===== config.mk =====
export PLATFORM = sky130hd
export DESIGN_NAME = switch_box_config_loader
export DESIGN_NICKNAME = d
export VERILOG_FILES = /design/src/rtl/switch_box_config_loader.sv
export SDC_FILE = /design/constraint.sdc
export NUM_CORES = 1
export LEC_CHECK = 0
export BUFFER_PORTS_ARGS = -buffer_cell sky130_fd_sc_hd__buf_4
export CORE_MARGIN = 2
export CORE_UTILIZATION = 39
export DETAILED_ROUTE_END_ITERATION = 8
export GPL_TIMING_DRIVEN = 0
export SLEW_MARGIN = 20
export SYNTH_ARGS = -nofsm -noshare
export SYNTH_HDL_FRONTEND = slang
export SYNTH_SLANG_ARGS = --single-unit
export TNS_END_PERCENT = 20

===== constraint.sdc =====
create_clock -name clk -period 1.35 [get_ports clk]
set_input_delay 0.135 -clock clk [delete_from_list [all_inputs] [get_ports clk]]
set_output_delay 0.135 -clock clk [all_outputs]
set_load 0.1 [all_outputs]

===== src/rtl/switch_box_config_loader.sv =====
// Serial loader that shifts a configuration frame into a shadow register and commits it to a switch box in one step.
// Define CFG_PARITY_EN to append one even-parity bit per frame and flag a sticky err when the parity check fails.
module switch_box_config_loader #(
   parameter int WS = 7,
   parameter int WD = 6
) (
   input  logic                          clk,
   input  logic                          rst_n,
   input  logic                          cfg_start,
   input  logic                          cfg_in,
   input  logic                          cfg_valid,
   output logic                          cfg_ready,
   output logic [WS*6+(WD/2)*6-1:0]      c,
   output logic                          busy,
   output logic                          done,
   output logic                          err,
   output logic [1:0]                    state_dbg
);

   localparam int CW    = WS*6 + (WD/2)*6;
   localparam int CNT_W = $clog2(CW+1);

   typedef enum logic [1:0] {
      IDLE   = 2'd0,
      SHIFT  = 2'd1,
      COMMIT = 2'd2
`ifdef CFG_PARITY_EN
      ,PARITY = 2'd3
`endif
   } state_t;

   state_t           state_q, state_d;
   logic [CNT_W-1:0] cnt_q, cnt_d;
   logic [CW-1:0]    shadow_q, shadow_d;
   logic [CW-1:0]    c_q, c_d;
   logic             par_q, par_d;
   logic             done_q, done_d;
`ifdef CFG_PARITY_EN
   logic             err_q, err_d;
`endif

   // Handshake: a bit is taken on a rising edge where cfg_valid && cfg_ready;
   // cfg_start in SHIFT/PARITY wins over a same-cycle bit, which is dropped.
   always_comb begin
      state_d   = state_q;
      cnt_d     = cnt_q;
      shadow_d  = shadow_q;
      c_d       = c_q;
      par_d     = par_q;
      done_d    = 1'b0;
      cfg_ready = 1'b0;
`ifdef CFG_PARITY_EN
      err_d     = err_q;
`endif
      case (state_q)
         IDLE: begin
            if (cfg_start) begin
               state_d = SHIFT;
               cnt_d   = '0;
               par_d   = 1'b0;
`ifdef CFG_PARITY_EN
               err_d   = 1'b0;
`endif
            end
         end
         SHIFT: begin
            cfg_ready = 1'b1;
            if (cfg_start) begin
               cnt_d = '0;
               par_d = 1'b0;
            end else if (cfg_valid) begin
               shadow_d = {cfg_in, shadow_q[CW-1:1]};
               cnt_d    = cnt_q + 1'b1;
               par_d    = par_q ^ cfg_in;
               if (cnt_q == CNT_W'(CW-1)) begin
`ifdef CFG_PARITY_EN
                  state_d = PARITY;
`else
                  state_d = COMMIT;
`endif
               end
            end
         end
`ifdef CFG_PARITY_EN
         PARITY: begin
            cfg_ready = 1'b1;
            if (cfg_start) begin
               state_d = SHIFT;
               cnt_d   = '0;
               par_d   = 1'b0;
            end else if (cfg_valid) begin
               if ((par_q ^ cfg_in) == 1'b0) begin
                  state_d = COMMIT;
               end else begin
                  err_d   = 1'b1;
                  state_d = IDLE;
               end
            end
         end
`endif
         COMMIT: begin
            c_d     = shadow_q;
            done_d  = 1'b1;
            state_d = IDLE;
         end
         default: state_d = IDLE;
      endcase
   end

   always_ff @(posedge clk or negedge rst_n) begin
      if (!rst_n) begin
         state_q  <= IDLE;
         cnt_q    <= '0;
         shadow_q <= '0;
         c_q      <= '0;
         par_q    <= 1'b0;
         done_q   <= 1'b0;
`ifdef CFG_PARITY_EN
         err_q    <= 1'b0;
`endif
      end else begin
         state_q  <= state_d;
         cnt_q    <= cnt_d;
         shadow_q <= shadow_d;
         c_q      <= c_d;
         par_q    <= par_d;
         done_q   <= done_d;
`ifdef CFG_PARITY_EN
         err_q    <= err_d;
`endif
      end
   end

   assign c         = c_q;
   assign busy      = (state_q != IDLE);
   assign done      = done_q;
   assign state_dbg = state_q;
`ifdef CFG_PARITY_EN
   assign err       = err_q;
`else
   assign err       = 1'b0;
`endif

endmodule


==> flow_summary.yaml <==
floorplanning:
  die_area_um2: 14400
  io_pins: 71
  die_height_um: 120
  die_x_um: 120
  coreArea_um2: 13200
  start_util: 0.399
  fp-row-count: 42
global_routing:
  use_met2: 0.236
  grt_pass1_vias: 3514
  track_usage: 0.152
  grt_pass1_wl_mm: 17.0
  grt_max_degree: 75
  grtUsageMet1: 0.195
  grt_use_met3: 0.0532
  grt_busiest_layer: "met2"
  antenna_found_initial: 0
  grt_remaining_overflow: 0
clock_tree:
  clock_latency_ns: 0.41
  root_buffer: "clkbuf_16"
  cts_made_buffers: 17
  path_clk_slew_ns: 0.05
  htree_levels: 4
  cts_tree: "done"
  clock-sinks: 129
  clockBufferDepth: 2
logic_synthesis:
  synth_compound_area_frac: 0.0136
  synth_cells: 433
  synth_nets: 439
  synth_xor_area_frac: 0.00166
  synth_cell_types: 31
  yosysSeqAreaShare: 0.613
  yosysWarningCount: 0
  synthAdderAreaFrac: 0.00238
  netlist_area_um2: 5260
  yosys.area_share.simple: 0.152
  synthMuxAreaShare: 0.174
  synth_top_family_by_area: "multiplexers"
  ys_ff_latch: 129
  syn_avg_cell_area_um2: 12.2
setup_path:
  max_stage_delay_ns: 0.50
  crit_top_cell: "buf_12"
  end_kind: "register"
  cp_cell_sequence: "buf_6 > and4bb_1 > buf_12 > buf_12 > mux2_4"
  r2r-start: "state_dbg[1]$_DFFE_PN0P_"
  worstPathRequired_ns: 1.64
  critPathTopFamily: "flip-flops"
  arrival_ns: 1.97
  worstSetupPathType: "register to register"
  startpoint_type: "register"
  timing.rr.end: "shadow_q[8]$_DFFE_PN0P_"
  reg2reg_slack_ns: -0.33
  path_buf_inv: 3
  rr_worst_depth: 5
  worst-path-max-fanout: 10
  crit_path_top_delay_cell: "dfrtp_4"
place:
  portBuffers: 69
  post_dp_cell_area_um2: 6050
  gp_congestion: 0.731
  dp_hpwl_mm: 6.28
  dpl_worst_slack_ns: -0.215
power_and_ir_drop:
  peakVddDrop_uv: 678
  p_per_area_nw_per_um2: 1340
  leakage_nw: 3.67
  p_total_mw: 9.18
finish:
  fin_nets: 537
  final_cell_mix: "nand2_1 (185), dfrtp_1 (127), buf_4 (70)"
  final_cell_area_um2: 6840
  final_common_cell: "nand2_1"
  antenna_cells: 0
  drive_gt1_frac: 0.358
  synthToLayoutAreaGrowth_pct: 30.0
drt:
  antenna_left: 0
  first_pass_iters: 4
  drc: 0
  wl_mm: 9.79
  drtIter0Drc: 169
  wl_per_cell_um: 13.6
  num_vias: 3329
  vias_per_cell: 4.64
timing:
  clock_skew_ns: 0.00746
  hold_violations: 0
  rsz0062_at_grt: "yes"
  final_max_slew_viol_count: 0
  maxSlewHeadroom: 0.656
  setup-violations-final: 66
  min_period_over_period: 1.24
  clock.fmax_mhz: 596
  tightest_slew_ns: 0.517
  layout_setup_ws_ns: -0.327
  min_period_ns: 1.68
outcome:
  status: "complete, but fails checks"
  violations: "setup timing"
job:
  drv_cap: 0
hold_path:
  hold_path_end: "state_dbg[0]$_DFFE_PN0P_"
  worstHoldStart: "cfg_start"
  hold_path_depth: 3
  min_path_type: "input port to register"
==> sequential cells by signal, indices dropped and copies added (netlist names) <==
| name | count |
|---|---|
| c | 60 |
| shadow_q | 60 |
| cnt_q | 6 |
| state_dbg | 2 |
| done | 1 |
==> cell usage after synthesis <==
| master | n | share of area |
|---|---|---|
| a21oi_1 | 4 | 0.0038 |
| a21oi_2 | 1 | 0.0017 |
| and3_1 | 1 | 0.0012 |
| and4b_2 | 1 | 0.0021 |
| and4bb_1 | 1 | 0.0024 |
| buf_12 | 6 | 0.023 |
| buf_2 | 13 | 0.012 |
| buf_4 | 1 | 0.0014 |
| buf_6 | 1 | 0.0021 |
| clkbuf_1 | 1 | 0.00071 |
| conb_1 | 1 | 0.00071 |
| dfrtp_1 | 129 | 0.61 |
| ha_1 | 1 | 0.0024 |
| inv_1 | 1 | 0.00071 |
| inv_2 | 2 | 0.0014 |
| mux2_1 | 1 | 0.0021 |
| mux2_4 | 59 | 0.17 |
| mux2i_1 | 2 | 0.0038 |
| nand2_1 | 185 | 0.13 |
| nand2b_1 | 1 | 0.0012 |
| nand3_1 | 2 | 0.0019 |
| nand4b_1 | 2 | 0.0033 |
| nor2_1 | 4 | 0.0029 |
| nor2b_2 | 1 | 0.0017 |
| o21ai_0 | 6 | 0.0057 |
| o21ai_1 | 1 | 0.00095 |
| o31ai_1 | 1 | 0.0014 |
| or2_2 | 1 | 0.0012 |
| or3_1 | 1 | 0.0012 |
| or4_1 | 1 | 0.0014 |
| xor2_1 | 1 | 0.0017 |
==> layer usage <==
metal,vias to the layer above,part of all wire
met5,-,0
met4,0,0.018
met3,18,0.047
met2,67,0.46
met1,1646,0.47
li1,1598,-
==> cell type report <==
cell class / instances / area [um2]
buffer: 22 / 297
clock buffer: 25 / 505
clock inverter: 5 / 52.6
fill: 1184 / 6350
inverter: 3 / 16.3
multi-input combinational: 279 / 1830
sequential: 129 / 3240
tap: 176 / 220
timing repair buffer: 79 / 683
==> metrics by stage <==
step,hold WS [ns],setup TNS (ns),instances,util
2_1_floorplan,-0.161,-21.44,433,-
3_3_place_gp,0.370,-48.46,678,0.457
3_5_place_dp,0.125,-16.74,679,0.459
4_1_cts,0.00611,-21.93,717,0.512
5_1_grt,0.0403,-22.43,718,0.519
6_report,0.0256,-19.54,718,0.519
==> where the power goes <==
group	total [mW]	internal [mW]	switching [mW]
logic	0.615	0.392	0.222
registers	4.27	4.08	0.186
clock network	4.30	2.74	1.55
total	9.18	7.22	1.96
==> tightest hold or removal path, stage by stage <==
cell	delay, ns
buf_4	0.13
inv_1	0.08
a21oi_1	0.06
==> worst max path at each step <==
| stage | start | slack (ns) | depth (start not counted) | to |
|---|---|---|---|---|
| floorplan | state_dbg[1]$_DFFE_PN0P_ | -0.31 | 4 | shadow_q[0]$_DFFE_PN0P_ |
| global placement | rst_n | -0.47 | 1 | state_dbg[1]$_DFFE_PN0P_ |
| detailed placement | state_dbg[1]$_DFFE_PN0P_ | -0.22 | 4 | shadow_q[46]$_DFFE_PN0P_ |
| CTS | state_dbg[1]$_DFFE_PN0P_ | -0.32 | 5 | shadow_q[55]$_DFFE_PN0P_ |
| global route | state_dbg[1]$_DFFE_PN0P_ | -0.35 | 5 | shadow_q[3]$_DFFE_PN0P_ |
| finish | state_dbg[1]$_DFFE_PN0P_ | -0.33 | 5 | shadow_q[8]$_DFFE_PN0P_ |
==> kinds of logic (layout without fill, tap and decap cells) <==
family / after synthesis / after routing
muxes: 62 / 62
and+or+nand+nor: 201 / 201
buffers and inverters: 25 / 134
xor gates and xnor gates: 1 / 1
DFF: 129 / 129
adders and majority gates: 1 / 1
other: 1 / 1
AOI/OAI and AO/OA: 13 / 13
==> what timing repair did <==
action | in CTS | in global routing
setup endpoints to repair | 124 | 129
gates cloned | 0 | 1
pin swaps | 2 | 1
endpoints found under the hold margin | 59 | 0
buffers inserted | 5 | 0
hold buffers | 3 | 0
resized for setup | 20 | 18
Note: power is estimated with default switching activity, not from simulation.
